### src/rtl/lcd_timing_gen.sv
// RGB565 LCD timing generator with built-in test patterns and a one-cycle-latency
// external pixel fetch port; a three-stage pipeline keeps syncs, DE and colour aligned.
module lcd_timing_gen #(
  parameter int H_ACTIVE = 480,
  parameter int H_FP     = 30,
  parameter int H_PW     = 10,
  parameter int H_BP     = 40,
  parameter int V_ACTIVE = 272,
  parameter int V_FP     = 5,
  parameter int V_PW     = 4,
  parameter int V_BP     = 20,
  parameter int XW       = 10,
  parameter int YW       = 9
) (
  input  logic          PixelClk,
  input  logic          nRST,
  input  logic [1:0]    mode,
  output logic          pix_req,
  output logic [XW-1:0] pix_x,
  output logic [YW-1:0] pix_y,
  input  logic [15:0]   pix_data,
  output logic          frame_start,
  output logic          LCD_DE,
  output logic          LCD_HSYNC,
  output logic          LCD_VSYNC,
  output logic [4:0]    LCD_R,
  output logic [5:0]    LCD_G,
  output logic [4:0]    LCD_B
);

  localparam int H_TOTAL = H_ACTIVE + H_FP + H_PW + H_BP;
  localparam int V_TOTAL = V_ACTIVE + V_FP + V_PW + V_BP;
  localparam int BAR_W   = H_ACTIVE / 8;

  localparam logic [XW-1:0] H_LAST   = XW'(H_TOTAL - 1);
  localparam logic [XW-1:0] H_ACT    = XW'(H_ACTIVE);
  localparam logic [XW-1:0] X_LAST   = XW'(H_ACTIVE - 1);
  localparam logic [XW-1:0] HS_START = XW'(H_ACTIVE + H_FP);
  localparam logic [XW-1:0] HS_END   = XW'(H_ACTIVE + H_FP + H_PW);
  localparam logic [XW-1:0] BAR_LAST = XW'(BAR_W - 1);
  localparam logic [YW-1:0] V_LAST   = YW'(V_TOTAL - 1);
  localparam logic [YW-1:0] V_ACT    = YW'(V_ACTIVE);
  localparam logic [YW-1:0] Y_LAST   = YW'(V_ACTIVE - 1);
  localparam logic [YW-1:0] VS_START = YW'(V_ACTIVE + V_FP);
  localparam logic [YW-1:0] VS_END   = YW'(V_ACTIVE + V_FP + V_PW);

  logic [XW-1:0] h_q, h_d;
  logic [YW-1:0] v_q, v_d;
  logic          active, hs_n, vs_n, frame_origin, grid_on;

  logic          pix_req_q, pix_req_d;
  logic [XW-1:0] pix_x_q, pix_x_d;
  logic [YW-1:0] pix_y_q, pix_y_d;
  logic          s1_hs_q, s1_hs_d, s1_vs_q, s1_vs_d;
  logic [1:0]    mode_q, mode_d;
  logic [XW-1:0] bar_cnt_q, bar_cnt_d;
  logic [2:0]    bar_idx_q, bar_idx_d;

  logic          s2_de_q, s2_de_d, s2_hs_q, s2_hs_d, s2_vs_q, s2_vs_d;
  logic          s2_first_q, s2_first_d, s2_ext_q, s2_ext_d;
  logic [15:0]   s2_rgb_q, s2_rgb_d;

  logic          de_q, de_d, hs_q, hs_d, vs_q, vs_d, fs_q, fs_d;
  logic [15:0]   rgb_q, rgb_d;

  always_comb begin
    h_d = (h_q == H_LAST) ? '0 : h_q + XW'(1);
    v_d = v_q;
    if (h_q == H_LAST) begin
      v_d = (v_q == V_LAST) ? '0 : v_q + YW'(1);
    end

    active       = (h_q < H_ACT) && (v_q < V_ACT);
    hs_n         = !((h_q >= HS_START) && (h_q < HS_END));
    vs_n         = !((v_q >= VS_START) && (v_q < VS_END));
    frame_origin = (h_q == '0) && (v_q == '0);

    // Stage 1: fetch request; mode only changes at the frame origin so a frame never tears
    mode_d    = frame_origin ? mode : mode_q;
    pix_req_d = active;
    pix_x_d   = active ? h_q : pix_x_q;
    pix_y_d   = active ? v_q : pix_y_q;
    s1_hs_d   = hs_n;
    s1_vs_d   = vs_n;

    // Bar index tracks pix_x, stepping every BAR_W pixels and saturating at the last bar
    bar_cnt_d = bar_cnt_q;
    bar_idx_d = bar_idx_q;
    if (active) begin
      if (h_q == '0) begin
        bar_cnt_d = '0;
        bar_idx_d = '0;
      end else if (bar_cnt_q == BAR_LAST) begin
        bar_cnt_d = '0;
        if (bar_idx_q != 3'd7) bar_idx_d = bar_idx_q + 3'd1;
      end else begin
        bar_cnt_d = bar_cnt_q + XW'(1);
      end
    end

    s2_de_d    = pix_req_q;
    s2_hs_d    = s1_hs_q;
    s2_vs_d    = s1_vs_q;
    s2_first_d = pix_req_q && (pix_x_q == '0) && (pix_y_q == '0);
    s2_ext_d   = (mode_q == 2'd3);
    grid_on    = (pix_x_q[3:0] == 4'd0) || (pix_y_q[3:0] == 4'd0) ||
                 (pix_x_q == X_LAST) || (pix_y_q == Y_LAST);
    case (mode_q)
      2'd0:    s2_rgb_d = {{5{bar_idx_q[2]}}, {6{bar_idx_q[1]}}, {5{bar_idx_q[0]}}};
      2'd1:    s2_rgb_d = {16{grid_on}};
      2'd2:    s2_rgb_d = {pix_x_q[7:3], pix_y_q[7:2],
                           5'((9'(pix_x_q) + 9'(pix_y_q)) >> 4)};
      default: s2_rgb_d = '0;
    endcase

    // Stage 3: external data arrives now, one cycle after its request
    de_d  = s2_de_q;
    hs_d  = s2_hs_q;
    vs_d  = s2_vs_q;
    fs_d  = s2_first_q;
    rgb_d = s2_de_q ? (s2_ext_q ? pix_data : s2_rgb_q) : '0;
  end

  always_ff @(posedge PixelClk or negedge nRST) begin
    if (!nRST) begin
      h_q        <= '0;
      v_q        <= '0;
      pix_req_q  <= 1'b0;
      pix_x_q    <= '0;
      pix_y_q    <= '0;
      s1_hs_q    <= 1'b1;
      s1_vs_q    <= 1'b1;
      mode_q     <= '0;
      bar_cnt_q  <= '0;
      bar_idx_q  <= '0;
      s2_de_q    <= 1'b0;
      s2_hs_q    <= 1'b1;
      s2_vs_q    <= 1'b1;
      s2_first_q <= 1'b0;
      s2_ext_q   <= 1'b0;
      s2_rgb_q   <= '0;
      de_q       <= 1'b0;
      hs_q       <= 1'b1;
      vs_q       <= 1'b1;
      fs_q       <= 1'b0;
      rgb_q      <= '0;
    end else begin
      h_q        <= h_d;
      v_q        <= v_d;
      pix_req_q  <= pix_req_d;
      pix_x_q    <= pix_x_d;
      pix_y_q    <= pix_y_d;
      s1_hs_q    <= s1_hs_d;
      s1_vs_q    <= s1_vs_d;
      mode_q     <= mode_d;
      bar_cnt_q  <= bar_cnt_d;
      bar_idx_q  <= bar_idx_d;
      s2_de_q    <= s2_de_d;
      s2_hs_q    <= s2_hs_d;
      s2_vs_q    <= s2_vs_d;
      s2_first_q <= s2_first_d;
      s2_ext_q   <= s2_ext_d;
      s2_rgb_q   <= s2_rgb_d;
      de_q       <= de_d;
      hs_q       <= hs_d;
      vs_q       <= vs_d;
      fs_q       <= fs_d;
      rgb_q      <= rgb_d;
    end
  end

  assign pix_req     = pix_req_q;
  assign pix_x       = pix_x_q;
  assign pix_y       = pix_y_q;
  assign frame_start = fs_q;
  assign LCD_DE      = de_q;
  assign LCD_HSYNC   = hs_q;
  assign LCD_VSYNC   = vs_q;
  assign LCD_R       = rgb_q[15:11];
  assign LCD_G       = rgb_q[10:5];
  assign LCD_B       = rgb_q[4:0];

endmodule

### config.mk
export PLATFORM = sky130hd
export DESIGN_NAME = lcd_timing_gen
export DESIGN_NICKNAME = d
export VERILOG_FILES = /design/src/rtl/lcd_timing_gen.sv
export SDC_FILE = /design/constraint.sdc
export NUM_CORES = 1
export LEC_CHECK = 0
export ABC_AREA = 1
export ABC_CLOCK_PERIOD_IN_PS = 1400
export CAP_MARGIN = 25
export CORE_MARGIN = 2
export CORE_UTILIZATION = 50
export DETAILED_ROUTE_END_ITERATION = 8
export PLACE_DENSITY = 0.72
export SLEW_MARGIN = 25
export SYNTH_ARGS = -nofsm -noshare
export SYNTH_HDL_FRONTEND = slang
export SYNTH_SLANG_ARGS = --single-unit
### constraint.sdc
create_clock -name PixelClk -period 1.4 [get_ports PixelClk]
set_input_delay 0.14 -clock PixelClk [delete_from_list [all_inputs] [get_ports PixelClk]]
set_output_delay 0.14 -clock PixelClk [all_outputs]
set_load 0.05 [all_outputs]
# After elaboration in Yosys (flattened, before gate mapping)

Cells that the tools add are included.
W data, S select, Z words.

Order comparisons: 6
Reduce and logical (&&, ||, !) cells: 21
Add/subtract/negate cells: 5
Equal/unequal tests: 9
Muxes and demuxes: 10

Operator list:

| operator                | count |
|---|---|
| $pmux W16 S3            | 1 |
| $mux W16                | 2 |
| $mux W10                | 3 |
| $add A10 B1 Y10 const B | 2 |
| $logic_not A10 Y1       | 2 |
| $eq A9 B9 Y1 const B    | 2 |
| $logic_not A9 Y1        | 2 |
| $lt A9 B9 Y1 const B    | 2 |
| $eq A10 B10 Y1 const B  | 1 |
| $eq A10 B6 Y1 const B   | 1 |
| $eq A10 B9 Y1 const B   | 1 |
| $ge A10 B9 Y1 const B   | 1 |
| $lt A10 B10 Y1 const B  | 1 |
| $lt A10 B9 Y1 const B   | 1 |
| $add A9 B1 Y9 const B   | 1 |
| $add A9 B9 Y9           | 1 |
| $ge A9 B9 Y1 const B    | 1 |
| $mux W3                 | 3 |
| $mux W9                 | 1 |
| $logic_not A4 Y1        | 2 |
| $logic_and A1 B1 Y1     | 6 |
| $eq A2 B2 Y1 const B    | 2 |
| $reduce_bool A2 Y1      | 2 |
| $add A3 B1 Y3 const B   | 1 |
| 6 further kinds         | 9 |

Word-level logic and storage cells: 72
Input bits: 20
Output and inout bits: 40
Register bits: 97

# Longest topological paths before layout

Gate-level depths: netlist of the first run.

Depth after elaboration: 5
Depth in mapped cells: 10
Gate-level depth less buffers: 10

# Worst setup path after synthesis of the first run

OpenSTA, ideal clock, no wires.

Kind: register to register
Start: register pix_y_q[3], in the netlist pix_y[3]
End: register s2_rgb_q[0]
Path buffers: 0
Stages on the path, launching flop included: 8
Clock period less this slack: 1.803 ns
Path slack: -0.403 ns
Setup time: 0.140 ns
Data required time: 1.260 ns
Arrival time: 1.663 ns
Path through: dfrtp_1 ha_1 a21o_1 inv_1 nand2_1 or2_2 nand3_1 nand2_1

Cells in the longest elaborated chain, start to end: 5
Elaborated cells on any way between the ends: 7
Classes of those cells: add/sub (1); eq/ne (1); mux (1); reduce/logical (4)

RTL lines:

| item                                                                  | line | text |
|---|---|---|
| start, declared                                                       | 53   | `logic [YW-1:0] pix_y_q, pix_y_d;` |
| start signal, assigned                                                | 152  | `pix_y_q <= pix_y_d;` |
| parallel branches: the longest is 4 deep, another holds $add A9 B9 Y9 | --   |  |
| $pmux W16 S3 *                                                        | 108  | `case (mode_q)` |
| named net s2_rgb_d[0]                                                 | 61   | `logic [15:0] s2_rgb_q, s2_rgb_d;` |
| end signal, assigned                                                  | 163  | `s2_rgb_q <= s2_rgb_d;` |
| end, declared                                                         | 61   |  |

Mark *: on every way through the listed nets, which the timed path passes.
A chain may end at the register's enable or synchronous reset.

# Worst setup path in the final report of the first run

Start: register h_q[1]
End: register v_q[7]

Cells in the longest elaborated chain, start to end: 1

RTL lines:

| item                   | line | text |
|---|---|---|
| start, declared        | 47   | `logic [XW-1:0] h_q, h_d;` |
| start signal, assigned | 126  | `h_q <= '0;` |
| start signal, assigned | 148  | `h_q <= h_d;` |
| $eq A10 B10 Y1         | 69   | `if (h_q == H_LAST) begin` |
| end signal, assigned   | 149  | `v_q <= v_d;` |
| end, declared          | 48   | `logic [YW-1:0] v_q, v_d;` |

No other way between the ends.

==> metrics, run 1 <==
maximum vdd ir drop 490 uV; Slew HR 57.5%; WP data required 1.65 ns; clk_skew 0.0101 ns; main combinational cell family by area after synthesis simple AND/OR/NAND/NOR gates; Compound-Gate Fraction of Synth Area 7.99%; Max Fclk 652 MHz; Sinks on Clock Net 97; post-DP HPWL 8600 um; RSZ-0062 raised after global routing true; leading area contributor after synthesis dfrtp_1; top-area cell type share of the netlist area between 40% and 50%; gr usage total 24.6%; Crit. End Element flip-flop; Post-synth top flop dfrtp_1; Skew-Pair Late Insertion Delay roughly 0.36 ns; final setup violation count 35; worst-margin pin slew 0.637 ns; Syn Nets 614; Final Hold Violating Endpoints 0; Ports 60; Core Footprint 0.00920 sq mm; Max Transition Viols Final 0; Antenna Nets Post-Route 0; routability cong. 0.894; Initial DRT Pass Iterations 5; Fillers around 570; synth cell count leaders nand2_1 (136), dfrtp_1 (91), nor2_1 (85), inv_1 (62), o21ai_0 (54); Data arrival, critical path between 1.5 and 2 ns; ys async rst share 100%; Final Routed Wirelength 12900 um; synthesis-to-layout area growth 50.5%; initial drt markers roughly 230; failing checks negative setup slack; Hold Crit Class in2async; cts bufs inserted 9; final core utilization 77.4%; Adder-Cell Fraction of Synth Area under 10%; share of cells above drive strength 1 36.8%; Yosys warnings 0; clk root buf clkbuf_8; DRC 0; quantity of I/O buffers inserted on ports 59; H-tree levels 3; worst-path fanout max 16; count of unique library cells instantiated by Yosys 34; PwrDens 777 mW/mm^2; r2r setup slk -0.13 ns; vias in the first global route 4269; Yosys reg bits 97; CP Launch Type flip-flop; Synth Instances 579; Leak Pwr roughly 3.4 nW; multiplexer area fraction after synthesis 0%; die area 0.0103 sq mm; Final WS setup -0.133 ns; routed len/inst between 15 and 20 um; Setup Crit Path Kind reg2reg; largest cells by area after synthesis dfrtp_1 (48%), nand2_1 (11%), nor2_1 (6.7%); initial antenna violation count 0; max_cap viols 0; via count 4525; first-pass GRT wire length 19900 um; minimum hold slack 0.208 ns; status complete, but fails checks; Starting Density 51.4%; Avg Cell Area, Syn ~8 sq um; Site Rows 35; vias per cell ~5.3; Bufs on Longest Clock Path 2; sequential area share after synthesis roughly 50%; Inserted Diodes 0; Die Y 101 um; min cycle time layout 1.53 ns; CTS clk-pin slew, worst paths 0.10 ns; largest net degree at the start of global routing 40; top-count cell post-synth nand2_1; XOR/XNOR Fraction of Synth Area 1.67%; Post-Syn Area approximately 0.0047 sq mm; Post-synth EDFFs 0; Remaining Overflow, GRT 0; CTS tree yes; Horiz. Die Dim 101 um; NumNets Final between 700 and 800; Final Cycle Share 110%; post-synthesis simple-gate area fraction 28.5%
## area by class of cell
class / instances / area, sq um / area share [%]
multi-input cells: 406 / 2410 / 33.8
repair buffers: 157 / 1610 / 22.7
well taps: 111 / 139 / 1.95
clock inverters: 6 / 114 / 1.60
clock buffers: 10 / 138 / 1.93
flip-flops and latches: 97 / 2460 / 34.5
inverters: 64 / 248 / 3.48
## placed cells by master (no fill, tap or decap), types with 2 or more instances in the layout
master,instances
nor2_2,11
bufinv_16,3
nand2_1,113
o21ai_0,37
inv_1,54
a21oi_2,4
clkinvlp_4,2
buf_4,99
o21ai_2,4
nand3b_1,2
buf_12,26
clkbuf_8,10
ha_4,9
nor2_4,3
nor4_1,2
nand3_1,31
dfrtp_2,19
nor3_2,4
clkdlybuf4s50_1,18
inv_2,9
buf_6,12
ha_1,5
nand3_2,13
dfrtp_1,72
nand4_1,16
a21oi_1,3
nand3_4,4
o21ai_1,19
xor2_1,9
dfstp_2,6
nand2_2,18
nor2_1,74
nand2_4,7
nor3_1,6
## flip-flops by register name, summed over array words and instances (netlist names), 2 cells and up
signal     cells
bar_cnt_q     10
bar_idx_q      3
h_q           10
mode_q         2
pix_x         10
pix_y          9
rgb_q         16
s2_rgb_q      16
v_q            9
## stage by stage
step           TNS [ns]  instance area, sq um  cells  setup slack (ns)  total power [mW]
3_3_place_gp     -0.601                  6300    814           -0.0555              3.37
6_report          -2.47                  7120    851            -0.133              5.53
2_1_floorplan    -0.740                  4850    579            -0.144              3.16
5_1_grt           -5.11                  7120    851            -0.197              5.70
3_5_place_dp      -1.70                  6300    814           -0.0961              3.38
4_1_cts          -0.953                  6820    841           -0.0885              5.57
## where the power goes
| part | total (mW) | switching (mW) | internal (mW) |
|---|---|---|---|
| Sequential | 2.89 | 0.0179 | 2.87 |
| Clock | 2.21 | 0.965 | 1.24 |
| Combinational | 0.438 | 0.288 | 0.150 |
## worst paths after layout
path / from / end / cells past startpoint
min reg2reg: fs_d / frame_start / 0
max in group asynchronous: nRST / hs_d / 3
max reg2reg: h_q[1] / v_q[7] / 8
min: nRST / rgb_q[5] / 2
max: h_q[1] / v_q[7] / 8
min in group PixelClk: pix_data[6] / rgb_q[6] / 3
## logic make-up after synthesis
kind of cell	count (synthesis)
xor gates and xnor gates	9
and+or+nand+nor	310
adders and majority gates	15
buffers and inverters	76
DFF	97
AOI/OAI and AO/OA	72
## critical path, cell delays in order (launching register included)
cell	delay [ns]
dfrtp_1	0.42
ha_2	0.23
nand2_2	0.08
nor2_4	0.10
nand3_2	0.08
nor3_4	0.19
buf_12	0.18
buf_4	0.12
o21ai_2	0.04
## routing by layer
metal  vias up  wire, um  GRT usage [%]
li1       2182         -              -
met1      2147      5330           29.8
met2       166      6620           44.7
met3        30       585           3.04
met4         0       366           9.36
met5         -         0              0
## timing repair
| item | CTS | global route |
|---|---|---|
| hold endpoints to repair | 91 | 0 |
| gates cloned | 0 | 1 |
| buffers inserted | 10 | 10 |
| pin swaps | 26 | 36 |
| gates resized for setup | 53 | 64 |
| setup endpoints to repair | 58 | 69 |
| hold buffers | 1 | 0 |
No activity file was read; power rests on OpenSTA's default activity.
==> run 2: changes to the inputs <==
SETUP_SLACK_MARGIN = 0.2   (was unset)
==> run 2 against run 1 <==
The run ends with design-rule violations, negative setup slack left. Clock power fell by 19%. Via count rose by 21%. Clock skew rose by 0.0039 ns. Final area rose by 14%. Highest routed layer unchanged.
==> metrics, run 2 (synthesis results as in run 1) <==
initial antenna violation count 0 (unchanged); routability cong. 0.993 (+11%); Max Fclk 536 MHz (-18%); Inserted Diodes 0 (unchanged); cts bufs inserted 9 (unchanged); failing checks design-rule violations, negative setup slack; Setup Crit Path Kind reg2reg; Sinks on Clock Net 97 (unchanged); first-pass GRT wire length 25500 um (+28%); Leak Pwr 3.95 nW (+15%); Final WS setup -0.464 ns (-0.331 ns); commonest non-fill, non-tap cell in the layout buf_4; initial drt markers 496 (+110%); Crit. End Element flip-flop; Remaining Overflow, GRT 0 (unchanged); status complete, but fails checks; met3 Use GR 4.69% (+1.7 points); WP data required 1.70 ns (+0.05 ns); Fin Setup TNS -12.46 ns (-9.99 ns); routed len/inst 23.1 um (+52%); Fillers 393 (-31%); NumNets Final 806 (+4.7%); Multi-input gate area 0.00285 sq mm (+18%); final setup violation count 69 (+97%); vias in the first global route 5154 (+21%); final core utilization 88.0% (+11 points); vias per cell 6.17 (+16%); met1 Resource Use GR 38.8% (+9.0 points); via count 5476 (+21%); Hold Crit Class in2async; Core Footprint 0.00920 sq mm (unchanged); max_cap viols 0 (unchanged); Die Y 101 um (unchanged); GR peak layer met2; Data arrival, critical path 2.17 ns (+0.38 ns); DRC 5 (+5); quantity of I/O buffers inserted on ports 59 (unchanged); maximum vdd ir drop 557 uV (+14%); RSZ-0062 raised after global routing true; Antenna Nets Post-Route 0 (unchanged); share of cells above drive strength 1 50.0% (+13 points); biggest regs rgb_q x16, s2_rgb_q x16; worst-margin pin slew 0.668 ns (+0.0304 ns); met2 Track Usage GR 55.3% (+11 points); CTS clk-pin slew, worst paths 0.10 ns (about the same); register area 0.00246 sq mm (+0.20%); Slew HR 55.4% (-2.0 points); clk root buf clkbuf_8; most frequent cells in the layout buf_4 (92), nand2_1 (86), dfrtp_1 (68), nor2_1 (68), inv_1 (50); synthesis-to-layout area growth 71.0%; H-tree levels 3 (unchanged); worst-path fanout max 6 (-10); CP Launch Type flip-flop; post-DP HPWL 9080 um (+5.6%); Starting Density 51.4% (unchanged); Horiz. Die Dim 101 um (unchanged); gr usage total 32.3% (+7.7 points); Final Cycle Share 133% (+24 points); CTS tree yes; clk_skew 0.0140 ns (+0.00391 ns); Max Transition Viols Final 0 (unchanged); min cycle time layout 1.86 ns (+0.331 ns); largest net degree at the start of global routing 30 (-25%); Skew-Pair Late Insertion Delay 0.38 ns (+0.02 ns); Final Hold Violating Endpoints 0 (unchanged); die area 0.0103 sq mm (unchanged); Bufs on Longest Clock Path 2 (unchanged); Site Rows 35 (unchanged); Final Routed Wirelength 20500 um (+59%); Initial DRT Pass Iterations 9 (+4); Ports 60 (unchanged); PwrDens 639 mW/mm^2 (-18%)
==> run 2: cell count changes in the layout (fill, tap and decap cells not counted), sizes merged <==
cell	previous run	this run
inv	65	66
clkbuf	11	12
buf	137	172
bufinv	3	0
clkinv	0	2
==> run 2: layout make-up <==
cell class / count / area share [%]
repair buffers: 191 / 27.0
repair inverters: 2 / 0.217
clock buffers: 12 / 1.92
well taps: 111 / 1.72
inverters: 64 / 3.15
multi-input cells: 406 / 35.2
clock inverters: 4 / 0.356
flip-flops and latches: 97 / 30.5
==> run 2: metal layers <==
| layer | up-vias | wire [um] |
|---|---|---|
| met2 | 476 | 9470 |
| met4 | 0 | 1920 |
| met1 | 2552 | 7170 |
| met3 | 188 | 1940 |
| li1 | 2260 | - |
| met5 | - | 0 |
==> run 2: per-stage QoR <==
step | instance area [sq um] | hold WS [ns] | setup WS [ns] | power, mW | std cells
final | 8090 | 0.238 | -0.464 | 5.17 | 887
after global routing | 8090 | 0.267 | -0.520 | 5.28 | 887
after CTS | 7540 | 0.248 | -0.104 | 5.10 | 866
after detailed placement | 6470 | 0.0912 | -0.129 | 3.39 | 814
after global placement | 6470 | 0.0795 | -0.0552 | 3.38 | 814
after floorplan | 5020 | -0.156 | -0.144 | 3.17 | 579
==> run 2: repair_timing <==
action / CTS / global route
setup buffers: 26 / 21
pin swaps: 37 / 38
hold endpoints to repair: 20 / 0
hold buffers: 1 / 0
resized for setup: 133 / 98
gates cloned: 9 / 0
endpoints found under the setup margin: 88 / 92
==> run 2: final timing paths <==
check / end / startpoint / slack, ns / cells past startpoint
max: s2_rgb_q[9] / pix_x[3] / -0.46 / 9
min: bar_cnt_q[7] / nRST / 0.24 / 2
max in group asynchronous: LCD_HSYNC / nRST / 0.55 / 3
max reg2reg: s2_rgb_q[9] / pix_x[3] / -0.46 / 9
min reg2reg: s2_vs_q / s1_vs_q / 0.36 / 0
min in group PixelClk: rgb_q[3] / pix_data[3] / 0.35 / 3
==> run 2: report_power, final <==
| group | total, mW | internal (mW) | switching [mW] |
|---|---|---|---|
| clock | 1.79 | 0.746 | 1.04 |
| combinational | 0.494 | 0.176 | 0.317 |
| sequential | 2.89 | 2.87 | 0.0189 |
==> run 2: critical path, cell delays in order (launching register included) <==
cell and delay (ns):
dfrtp_2 0.50, nor2_1 0.33, nand2_1 0.19, nand2_2 0.13
a21oi_4 0.07, nand2_2 0.15, nand2_4 0.08, buf_6 0.13
buf_12 0.13, nand3_2 0.06
==> run 3: changes to the inputs <==
ABC_CLOCK_PERIOD_IN_PS = unset   (was 1400)
CAP_MARGIN = unset   (was 25)
==> results of run 3 <==
Same layout as run 2: the final DEF is identical, and so are final timing and power.
